File: src/rtl/gin_pkg.sv
// GIN multicast controller shared definitions.
// Tag-match helper and broadcast tag constant.
package gin_pkg;

  localparam int TAG_MAX = 32;
  localparam logic [TAG_MAX-1:0] BCAST_TAG = '1;

  // Tags are zero-extended to TAG_MAX; tw is the live width.
  // Bits above tw are masked off so extension cannot cause a miss.
  function automatic logic tag_match(
    input logic [TAG_MAX-1:0] tag,
    input logic [TAG_MAX-1:0] id,
    input logic [TAG_MAX-1:0] mask,
    input logic               bcast_en,
    input int unsigned        tw
  );
    logic [TAG_MAX-1:0] ones;
    logic hit;
    logic bc;
    ones = BCAST_TAG >> (TAG_MAX - tw);
    hit  = (((tag ^ id) & mask & ones) == '0);
    bc   = bcast_en && (tag == ones);
    return hit | bc;
  endfunction

endpackage

File: src/rtl/gin_sync_fifo.sv
// Synchronous FIFO with occupancy count.
// Ports: clk, reset, push/wr_data, pop/rd_data, full, empty, count.
module gin_sync_fifo #(
  parameter int DATA_WIDTH = 64,
  parameter int FIFO_DEPTH = 2
) (
  input  logic                          clk,
  input  logic                          reset,
  input  logic                          push,
  input  logic [DATA_WIDTH-1:0]         wr_data,
  input  logic                          pop,
  output logic [DATA_WIDTH-1:0]         rd_data,
  output logic                          full,
  output logic                          empty,
  output logic [$clog2(FIFO_DEPTH+1)-1:0] count
);

  localparam int PW = $clog2(FIFO_DEPTH);
  localparam int CW = $clog2(FIFO_DEPTH+1);

  logic [DATA_WIDTH-1:0] mem [FIFO_DEPTH];
  logic [PW-1:0] wr_ptr;
  logic [PW-1:0] rd_ptr;
  logic do_push;
  logic do_pop;

  assign full    = (count == CW'(FIFO_DEPTH));
  assign empty   = (count == '0);
  assign do_push = push & ~full;
  assign do_pop  = pop & ~empty;
  assign rd_data = mem[rd_ptr];

  always_ff @(posedge clk) begin
    if (do_push) mem[wr_ptr] <= wr_data;
  end

  // Depth is a power of two, so pointers wrap naturally.
  always_ff @(posedge clk) begin
    if (reset) begin
      wr_ptr <= '0;
      rd_ptr <= '0;
      count  <= '0;
    end else begin
      if (do_push) wr_ptr <= wr_ptr + PW'(1);
      if (do_pop)  rd_ptr <= rd_ptr + PW'(1);
      unique case ({do_push, do_pop})
        2'b10:   count <= count + CW'(1);
        2'b01:   count <= count - CW'(1);
        default: count <= count;
      endcase
    end
  end

endmodule

File: src/rtl/gin_mcc_buffered.sv
// Buffered GIN multicast controller: scan-configured id/mask tag
// filter feeding a FIFO toward one destination.
// Ports: link_clk, reset; data_in/tag/enable_in/ready_out (bus side);
// data_out/enable_out/ready_in (destination side);
// se_id/si_id/so_id (config scan chain); occupancy (FIFO count).
module gin_mcc_buffered
  import gin_pkg::*;
#(
  parameter int DATA_WIDTH = 64,
  parameter int TAG_WIDTH  = 4,
  parameter int FIFO_DEPTH = 2,
  parameter bit BCAST_EN   = 1'b1
) (
  input  logic                            link_clk,
  input  logic                            reset,
  input  logic [DATA_WIDTH-1:0]           data_in,
  input  logic [TAG_WIDTH-1:0]            tag,
  input  logic                            enable_in,
  output logic                            ready_out,
  output logic [DATA_WIDTH-1:0]           data_out,
  output logic                            enable_out,
  input  logic                            ready_in,
  input  logic                            se_id,
  input  logic                            si_id,
  output logic                            so_id,
  output logic [$clog2(FIFO_DEPTH+1)-1:0] occupancy
);

  localparam int CFG_W = 2 * TAG_WIDTH;

  logic [CFG_W-1:0]      cfg;
  logic [TAG_WIDTH-1:0]  id;
  logic [TAG_WIDTH-1:0]  mask;
  logic                  match;
  logic                  push;
  logic                  pop;
  logic                  full;
  logic                  empty;
  logic [DATA_WIDTH-1:0] head;

  assign id    = cfg[CFG_W-1:TAG_WIDTH];
  assign mask  = cfg[TAG_WIDTH-1:0];
  assign so_id = cfg[CFG_W-1];

  // Reset state is id=0 with an exact-match mask.
  always_ff @(posedge link_clk) begin
    if (reset) begin
      cfg <= {{TAG_WIDTH{1'b0}}, {TAG_WIDTH{1'b1}}};
    end else if (se_id) begin
      cfg <= {cfg[CFG_W-2:0], si_id};
    end
  end

  assign match = tag_match(
    TAG_MAX'(tag), TAG_MAX'(id), TAG_MAX'(mask),
    BCAST_EN, unsigned'(TAG_WIDTH));

  // Non-matching packets are always sunk so the bus can complete.
  // full is registered state, so ready_in never reaches ready_out.
  assign ready_out = ~se_id & (~match | ~full);
  assign push      = enable_in & ready_out & match;
  assign enable_out = ~empty;
  assign pop       = enable_out & ready_in;
  assign data_out  = empty ? '0 : head;

  gin_sync_fifo #(
    .DATA_WIDTH (DATA_WIDTH),
    .FIFO_DEPTH (FIFO_DEPTH)
  ) u_fifo (
    .clk     (link_clk),
    .reset   (reset),
    .push    (push),
    .wr_data (data_in),
    .pop     (pop),
    .rd_data (head),
    .full    (full),
    .empty   (empty),
    .count   (occupancy)
  );

endmodule

File: config.mk
export PLATFORM = sky130hd
export DESIGN_NAME = gin_mcc_buffered
export DESIGN_NICKNAME = d
export VERILOG_FILES = /design/src/rtl/gin_pkg.sv /design/src/rtl/gin_sync_fifo.sv /design/src/rtl/gin_mcc_buffered.sv
export SDC_FILE = /design/constraint.sdc
export NUM_CORES = 1
export LEC_CHECK = 0
export BUFFER_PORTS_ARGS = -buffer_cell sky130_fd_sc_hd__buf_2
export CAP_MARGIN = 40
export CORE_AREA = 2 2 102 128
export CTS_CLUSTER_DIAMETER = 120
export DETAILED_ROUTE_END_ITERATION = 10
export DIE_AREA = 0 0 104 130
export PLACE_DENSITY = 0.74
export SETUP_SLACK_MARGIN = 0.2
export SYNTH_ARGS = -nofsm -noshare
export SYNTH_HDL_FRONTEND = slang
export SYNTH_SLANG_ARGS = --single-unit
File: constraint.sdc
create_clock -name link_clk -period 2.71 [get_ports link_clk]
set_input_delay 0.271 -clock link_clk [delete_from_list [all_inputs] [get_ports link_clk]]
set_output_delay 0.271 -clock link_clk [all_outputs]
set_load 0.01 [all_outputs]
==> results of run 1 <==
-- flip-flops by register name, indices dropped and copies added, names as in the netlist, named ones only --
| signal | count |
|---|---|
| u_fifo.mem | 128 |
| u_fifo.count | 2 |
| u_fifo.rd_ptr | 1 |
| cfg | 8 |
| u_fifo.wr_ptr | 1 |
-- worst max path at each step --
stage,start,to,slack (ps),depth (start not counted)
floorplan,cfg[7],u_fifo.mem[0][0],530,4
global placement,tag[2],u_fifo.mem[1][33],670,6
detailed placement,u_fifo.count[0],u_fifo.mem[1][37],640,4
CTS,flop,data_out[47],510,4
global route,flop,data_out[46],420,4
finish,flop,data_out[46],570,4
-- metrics by stage --
step | total power, mW | util | hold WS (ps)
2_1_floorplan | 2.77 | - | 370
6_report | 5.08 | 0.560 | 47.7
3_5_place_dp | 2.98 | 0.514 | 463
3_3_place_gp | 2.96 | 0.514 | 460
5_1_grt | 5.26 | 0.560 | 31.4
4_1_cts | 5.14 | 0.560 | 22.8
-- power breakdown --
part           switching (mW)  internal (mW)  leakage (nW)
sequential             0.0390           2.42          1.26
clock                   0.885           1.27         0.265
combinational           0.260          0.206          1.11
-- cell usage after synthesis (2+ instances only) --
| library cell | instances | area, um^2 |
|---|---|---|
| sky130_fd_sc_hd__a211o_1 | 5 | 43.8 |
| sky130_fd_sc_hd__a21oi_1 | 2 | 10.0 |
| sky130_fd_sc_hd__a22oi_2 | 2 | 25.0 |
| sky130_fd_sc_hd__buf_2 | 9 | 45.0 |
| sky130_fd_sc_hd__buf_4 | 6 | 45.0 |
| sky130_fd_sc_hd__dfxtp_1 | 13 | 260 |
| sky130_fd_sc_hd__edfxtp_1 | 128 | 3840 |
| sky130_fd_sc_hd__mux2i_1 | 68 | 681 |
| sky130_fd_sc_hd__nand2b_1 | 2 | 12.5 |
| sky130_fd_sc_hd__nor2_1 | 74 | 278 |
| sky130_fd_sc_hd__nor2b_1 | 4 | 25.0 |
| sky130_fd_sc_hd__xnor2_1 | 2 | 17.5 |
| sky130_fd_sc_hd__xor2_1 | 5 | 43.8 |
-- kinds of logic after synthesis --
kind of cell	count (synthesis)	synth area share
AND/OR/NAND/NOR	89	0.0692
AO/OA/AOI/OAI	13	0.0198
adder cells (fa/ha/maj)	1	0.00230
XOR/XNOR	7	0.0113
multiplexers	68	0.125
buffers and inverters	17	0.0179
flip-flops	141	0.754
-- final cells by class --
cell class | instances | area [um^2] | area share
diodes | 2 | 5.00 | 0.000719
clock inverters | 15 | 139 | 0.0199
multi-input cells | 178 | 1250 | 0.179
clock buffers | 17 | 425 | 0.0611
repair buffers | 149 | 826 | 0.119
inverters | 1 | 3.75 | 0.000539
flip-flops and latches | 141 | 4110 | 0.590
well taps | 168 | 210 | 0.0302
-- routing by layer --
metal  GRT usage  routed length [um]  vias up
li1            -                   -     1549
met1       0.174                4120     1515
met2       0.254                5070      104
met3      0.0644                 801       14
met4      0.0692                 147        0
met5           0                   0        -
==> metrics.txt, run 1 <==
# TYPE chip_impl_metric gauge
chip_impl_info{name="status",value="finished clean"} 1
chip_impl_info{name="reg2reg_to",value="u_fifo.mem[1][23]"} 1
chip_impl_metric{name="p_per_area",unit="nW/um^2"} 730
chip_impl_metric{name="area_growth_syn_to_layout",unit="%"} 28.0
chip_impl_metric{name="cts_resized",unit=""} 0
chip_impl_metric{name="max-cap-violations",unit=""} 0
chip_impl_metric{name="grt-ovfl-total",unit=""} 0
chip_impl_info{name="clock-root-buffer",value="sky130_fd_sc_hd__clkbuf_16"} 1
chip_impl_metric{name="pre_cts_ws",unit="ps"} 639
chip_impl_metric{name="timing.reg2reg.worst_path_depth",unit=""} 4
chip_impl_metric{name="post_dp_cell_area",unit="um^2"} 6400
chip_impl_info{name="rsz0062_at_grt",value="no"} 1
chip_impl_metric{name="postSynth.asyncResetShare",unit=""} 0
chip_impl_info{name="postSynth.topFlopCell",value="sky130_fd_sc_hd__edfxtp_1"} 1
chip_impl_metric{name="fp.coreArea",unit="um^2"} 12400
chip_impl_info{name="min_from",value="data_in[60]"} 1
chip_impl_metric{name="finClkSkew",unit="ps"} 6.04
chip_impl_metric{name="synth-edff-count",unit=""} 128
chip_impl_metric{name="detail_route.first_pass.iterations",unit=""} 5
chip_impl_metric{name="drt_iter0_markers",unit=""} 148
chip_impl_metric{name="layout.cell_area.non_filler",unit="um^2"} 6970
chip_impl_metric{name="deepest_clock_path_buffer_count",unit=""} 2
chip_impl_metric{name="grt_pass1_wl",unit="um"} 15800
chip_impl_metric{name="slew_headroom",unit=""} 0.548
chip_impl_info{name="cp-start-kind",value="flop"} 1
chip_impl_info{name="worstHoldEndpoint",value="u_fifo.mem[0][60]"} 1
chip_impl_metric{name="post-cts-setup-buffers",unit=""} 0
chip_impl_metric{name="worst_pin_slew",unit="ps"} 677
chip_impl_info{name="crit_path_cell_trace",value="buf_4 > mux2i_1 > nor2_1 > buf_2"} 1
chip_impl_metric{name="worstPathRequired",unit="ps"} 2440
chip_impl_metric{name="hold_buffers",unit=""} 0
chip_impl_info{name="hold_path.class",value="input port to flop"} 1
chip_impl_metric{name="drt-total-wl",unit="um"} 10100
chip_impl_metric{name="h-tree-depth",unit=""} 4
chip_impl_metric{name="placed_cells",unit=""} 637
chip_impl_metric{name="setup_violation_total_in_the_final_timing_report",unit=""} 0
chip_impl_metric{name="timing.setup.tns",unit="ps"} 0
chip_impl_metric{name="netlist_area",unit="um^2"} 5440
chip_impl_metric{name="drive_above_1_share",unit=""} 0.375
chip_impl_info{name="mostFrequentLayoutCells",value="142 x sky130_fd_sc_hd__buf_2, 128 x sky130_fd_sc_hd__edfxtp_1, 73 x sky130_fd_sc_hd__nor2_1"} 1
chip_impl_metric{name="syn_nets",unit=""} 411
chip_impl_metric{name="post-route-period-util",unit=""} 0.789
chip_impl_metric{name="critPathArrivalTime",unit="ps"} 1870
chip_impl_metric{name="critical_path_buf_inv_count",unit=""} 2
chip_impl_metric{name="power_leakage",unit="nW"} 2.64
chip_impl_info{name="layout_commonest_cell",value="sky130_fd_sc_hd__buf_2"} 1
chip_impl_metric{name="boundaryPins",unit=""} 143
chip_impl_metric{name="hold-path-cell-count",unit=""} 1
chip_impl_metric{name="count_of_mapped_cells_out_of_synthesis",unit=""} 336
chip_impl_metric{name="timing.fmax",unit="MHz"} 467
chip_impl_metric{name="initial_core_util",unit=""} 0.438
chip_impl_metric{name="report.final.hold_viol_count",unit=""} 0
chip_impl_metric{name="timing.critical_path.fanout_max",unit=""} 28
chip_impl_metric{name="io_buffer_count",unit=""} 142
chip_impl_metric{name="pin_count_of_the_biggest_net_entering_global_routing",unit=""} 65
chip_impl_metric{name="synth_area_per_cell",unit="um^2"} 16.2
chip_impl_metric{name="grt_pass1_vias",unit=""} 3252
chip_impl_metric{name="die-width",unit="um"} 104
chip_impl_metric{name="hpwlAfterDp",unit="um"} 6850
chip_impl_metric{name="groute.usage.overall",unit=""} 0.153
chip_impl_metric{name="post-route-drc-count",unit=""} 0
chip_impl_metric{name="drt-vias-per-instance",unit=""} 4.74
chip_impl_metric{name="num_rows",unit=""} 46
chip_impl_info{name="timing_worst_setup_path_type",value="flop to output pin"} 1
chip_impl_info{name="crit-reg2reg-launch",value="u_fifo.count[0]"} 1
chip_impl_metric{name="dieHeight",unit="um"} 130
chip_impl_metric{name="ff2ff_setup_slack",unit="ps"} 600
chip_impl_info{name="cts_tree",value="built"} 1
chip_impl_metric{name="netlist-cell-type-count",unit=""} 29
chip_impl_metric{name="tritoncts_num_sinks",unit=""} 141
chip_impl_metric{name="synth-warning-count",unit=""} 0
chip_impl_metric{name="grt_antenna_before_repair",unit=""} 2
chip_impl_metric{name="max_stage_delay",unit="ps"} 670
chip_impl_metric{name="clk_latency",unit="ps"} 410
chip_impl_metric{name="proportion_of_synthesized_chip_area_in_sequential_cells",unit=""} 0.754
chip_impl_metric{name="final_worst_path_period_need",unit="ps"} 2140
chip_impl_metric{name="design.die.area",unit="um^2"} 13500
chip_impl_metric{name="ys_ff_latch",unit=""} 141
chip_impl_metric{name="ir_worst_vdd",unit="uV"} 418
chip_impl_metric{name="ant_nets",unit=""} 0
chip_impl_info{name="critical_path.endpoint_type",value="output pin"} 1
chip_impl_metric{name="num-fill-cells",unit=""} 1061
chip_impl_info{name="slowest_stage",value="sky130_fd_sc_hd__dfxtp_4"} 1
chip_impl_metric{name="route.detailed.wl_per_inst",unit="um"} 15.1
chip_impl_metric{name="timing_max_transition_violations_final",unit=""} 0
chip_impl_metric{name="last_weighted_congestion_value_of_the_routability_driven_placer",unit=""} 0.802
chip_impl_metric{name="post-route-worst-setup-slack",unit="ps"} 571
chip_impl_metric{name="cts.clk_slew.worst_paths",unit="ps"} 60
chip_impl_metric{name="cts-buffers-inserted",unit=""} 17
chip_impl_metric{name="total_via_count_in_the_routed_design",unit=""} 3182
chip_impl_metric{name="final_cells",unit=""} 671
chip_impl_info{name="timing.critical_path.max_delay_family",value="flip-flops"} 1
chip_impl_metric{name="finalNetCount",unit=""} 563
No activity file was read; power rests on OpenSTA's default activity.
==> run 2, diff against run 1 <==
PLACE_DENSITY = 0.72   (was 0.74)
clock period = 2 ns   (was 2.71 ns; I/O delays follow)
==> run 2 against run 1 <==
  * Total power increased by 46%
  * Via count increased by 9.7%
  * Core utilization increased by 7.0 points
  * Combinational power increased by 73%
  * Non-clock buffer count increased by 73
  * Cell area increased by 13%
  * Worst hold slack improved by 76 ps
  * Sequential share of layout area decreased by 6.5 points
  * Final cell count increased by 11%
  * Register-to-register slack got worse by 400 ps
  * Clock skew increased by 2.5 ps
  * Die area unchanged
  * Critical path type is now flop to flop
  * Critical endpoint is now u_fifo.count[1]
  * Largest cell class unchanged
  * Highest routed layer unchanged
==> metrics.txt, run 2 (synthesis gave the netlist of run 1 again) <==
# TYPE chip_impl_metric gauge
chip_impl_info{name="crit-reg2reg-launch",value="cfg[7]"} 1
chip_impl_metric{name="layout.cell_area.non_filler",unit="um^2"} 7840
chip_impl_metric{name="post-route-drc-count",unit=""} 0
chip_impl_metric{name="power_leakage",unit="nW"} 3.00
chip_impl_metric{name="route.detailed.wl_per_inst",unit="um"} 14.9
chip_impl_metric{name="max_stage_delay",unit="ps"} 340
chip_impl_metric{name="pin_count_of_the_biggest_net_entering_global_routing",unit=""} 65
chip_impl_metric{name="timing.reg2reg.worst_path_depth",unit=""} 8
chip_impl_metric{name="ir_worst_vdd",unit="uV"} 508
chip_impl_metric{name="timing.setup.tns",unit="ps"} 0
chip_impl_metric{name="clk_latency",unit="ps"} 410
chip_impl_metric{name="drt_iter0_markers",unit=""} 143
chip_impl_info{name="top_regs",value="u_fifo.mem: 128 flops, cfg: 8 flops, u_fifo.count: 2 flops"} 1
chip_impl_metric{name="final_cells",unit=""} 743
chip_impl_metric{name="num-fill-cells",unit=""} 952
chip_impl_metric{name="total_power",unit="mW"} 7.42
chip_impl_metric{name="h-tree-depth",unit=""} 4
chip_impl_metric{name="p_per_area",unit="nW/um^2"} 947
chip_impl_metric{name="boundaryPins",unit=""} 143
chip_impl_info{name="worstHoldEndpoint",value="cfg[4]"} 1
chip_impl_metric{name="multi_input_area",unit="um^2"} 1290
chip_impl_metric{name="finalNetCount",unit=""} 636
chip_impl_metric{name="area_growth_syn_to_layout",unit="%"} 44.1
chip_impl_info{name="rsz0062_at_grt",value="yes"} 1
chip_impl_metric{name="critPathArrivalTime",unit="ps"} 2150
chip_impl_metric{name="post-route-period-util",unit=""} 0.900
chip_impl_metric{name="pre_cts_ws",unit="ps"} 175
chip_impl_metric{name="worst_pin_slew",unit="ps"} 286
chip_impl_metric{name="worstPathRequired",unit="ps"} 2350
chip_impl_metric{name="cts.clk_slew.worst_paths",unit="ps"} 60
chip_impl_metric{name="detail_route.first_pass.iterations",unit=""} 4
chip_impl_info{name="hold_path.class",value="input port to flop"} 1
chip_impl_metric{name="post_dp_cell_area",unit="um^2"} 6440
chip_impl_metric{name="slew_headroom",unit=""} 0.809
chip_impl_metric{name="max-cap-violations",unit=""} 0
chip_impl_metric{name="ff2ff_setup_slack",unit="ps"} 200
chip_impl_info{name="status",value="finished clean"} 1
chip_impl_info{name="timing_worst_setup_path_type",value="flop to flop"} 1
chip_impl_info{name="slowest_stage",value="sky130_fd_sc_hd__dfxtp_2"} 1
chip_impl_metric{name="hpwlAfterDp",unit="um"} 6960
chip_impl_metric{name="drt-total-wl",unit="um"} 11100
chip_impl_metric{name="grt-ovfl-total",unit=""} 0
chip_impl_metric{name="hold-path-cell-count",unit=""} 2
chip_impl_metric{name="grt_pass1_vias",unit=""} 3554
chip_impl_metric{name="ant_nets",unit=""} 0
chip_impl_metric{name="grt_pass1_wl",unit="um"} 16800
chip_impl_metric{name="num_rows",unit=""} 46
chip_impl_metric{name="fp.coreArea",unit="um^2"} 12400
chip_impl_metric{name="deepest_clock_path_buffer_count",unit=""} 2
chip_impl_info{name="critical_path.endpoint_type",value="flop"} 1
chip_impl_info{name="clock-root-buffer",value="sky130_fd_sc_hd__clkbuf_16"} 1
chip_impl_metric{name="register_area",unit="um^2"} 4110
chip_impl_metric{name="drive_above_1_share",unit=""} 0.357
chip_impl_info{name="reg2reg_to",value="u_fifo.count[1]"} 1
chip_impl_metric{name="timing.fmax",unit="MHz"} 556
chip_impl_metric{name="worst_hold_slack",unit="ps"} 123
chip_impl_metric{name="placed_cells",unit=""} 640
chip_impl_metric{name="dieHeight",unit="um"} 130
chip_impl_info{name="cts_tree",value="built"} 1
chip_impl_metric{name="die-width",unit="um"} 104
chip_impl_info{name="mostFrequentLayoutCells",value="142 x sky130_fd_sc_hd__buf_2, 128 x sky130_fd_sc_hd__edfxtp_1, 72 x sky130_fd_sc_hd__nor2_1"} 1
chip_impl_metric{name="total_via_count_in_the_routed_design",unit=""} 3491
chip_impl_metric{name="grt_antenna_before_repair",unit=""} 0
chip_impl_metric{name="tritoncts_num_sinks",unit=""} 141
chip_impl_metric{name="post-route-worst-setup-slack",unit="ps"} 200
chip_impl_metric{name="cts-buffers-inserted",unit=""} 17
chip_impl_info{name="cp-start-kind",value="flop"} 1
chip_impl_info{name="min_from",value="reset"} 1
chip_impl_metric{name="finish.utilization",unit=""} 0.631
chip_impl_metric{name="report.final.hold_viol_count",unit=""} 0
chip_impl_metric{name="final_worst_path_period_need",unit="ps"} 1800
chip_impl_info{name="layout_commonest_cell",value="sky130_fd_sc_hd__buf_2"} 1
chip_impl_metric{name="finClkSkew",unit="ps"} 8.57
chip_impl_metric{name="drt-vias-per-instance",unit=""} 4.70
chip_impl_metric{name="initial_core_util",unit=""} 0.438
chip_impl_metric{name="timing_max_transition_violations_final",unit=""} 0
chip_impl_metric{name="timing.critical_path.fanout_max",unit=""} 4
chip_impl_metric{name="design.die.area",unit="um^2"} 13500
chip_impl_info{name="register_name_with_the_most_flops",value="u_fifo.mem"} 1
chip_impl_metric{name="groute.usage.overall",unit=""} 0.162
chip_impl_info{name="crit_path_cell_trace",value="xor2_2 > a22oi_2 > a21o_1 > nand2_2 > ha_4 > xnor2_1 > or3_1 > a21oi_1"} 1
chip_impl_metric{name="io_buffer_count",unit=""} 142
chip_impl_metric{name="last_weighted_congestion_value_of_the_routability_driven_placer",unit=""} 0.769
chip_impl_metric{name="largest_reg_flops",unit=""} 128
chip_impl_metric{name="setup_violation_total_in_the_final_timing_report",unit=""} 0
==> run 2: cell type report <==
type                            instances  share of cell area
Antenna cell                            1            0.000319
Clock buffer                           17              0.0543
Clock inverter                         15              0.0266
Inverter                                1            0.000479
Multi-Input combinational cell        178               0.164
Sequential cell                       141               0.524
Tap cell                              168              0.0268
Timing Repair Buffer                  222               0.203
==> run 2: critical path: cells and delay by family (launching register included) <==
kind                     cells  cell delay (ps)
AND/OR/NAND/NOR              2              390
AO/OA/AOI/OAI                3              570
adder cells (fa/ha/maj)      1              160
XOR/XNOR                     2              270
flip-flops                   1              340
==> run 2: repair_timing <==
item,4_1_cts,5_1_grt
setup buffers,3,1
cloned,0,1
pin swaps,4,3
hold buffers,65,0
gates resized for setup,6,6
endpoints found under the hold margin,129,0
endpoints found under the setup margin,66,75
==> run 2: routing by layer <==
metal / track usage / wire [um]
met3: 0.0480 / 547
met2: 0.295 / 5980
met4: 0.0700 / 222
met5: 0 / 0
met1: 0.178 / 4330
==> run 2: worst max-delay path by stage <==
stage | to | slack (ps) | start | cells after the start
3_5_place_dp | u_fifo.count[1] | 170 | u_fifo.count[0] | 6
4_1_cts | u_fifo.count[1] | 200 | cfg[7] | 8
6_report | u_fifo.count[1] | 200 | cfg[7] | 8
2_1_floorplan | u_fifo.mem[0][0] | 110 | cfg[7] | 4
5_1_grt | u_fifo.count[1] | 100 | cfg[7] | 8
3_3_place_gp | u_fifo.count[1] | 200 | cfg[6] | 7
==> run 2: power by group <==
part	switching, mW	internal (mW)
sequential	0.0332	3.28
combinational	0.408	0.401
clock	1.20	2.10
total	1.64	5.78
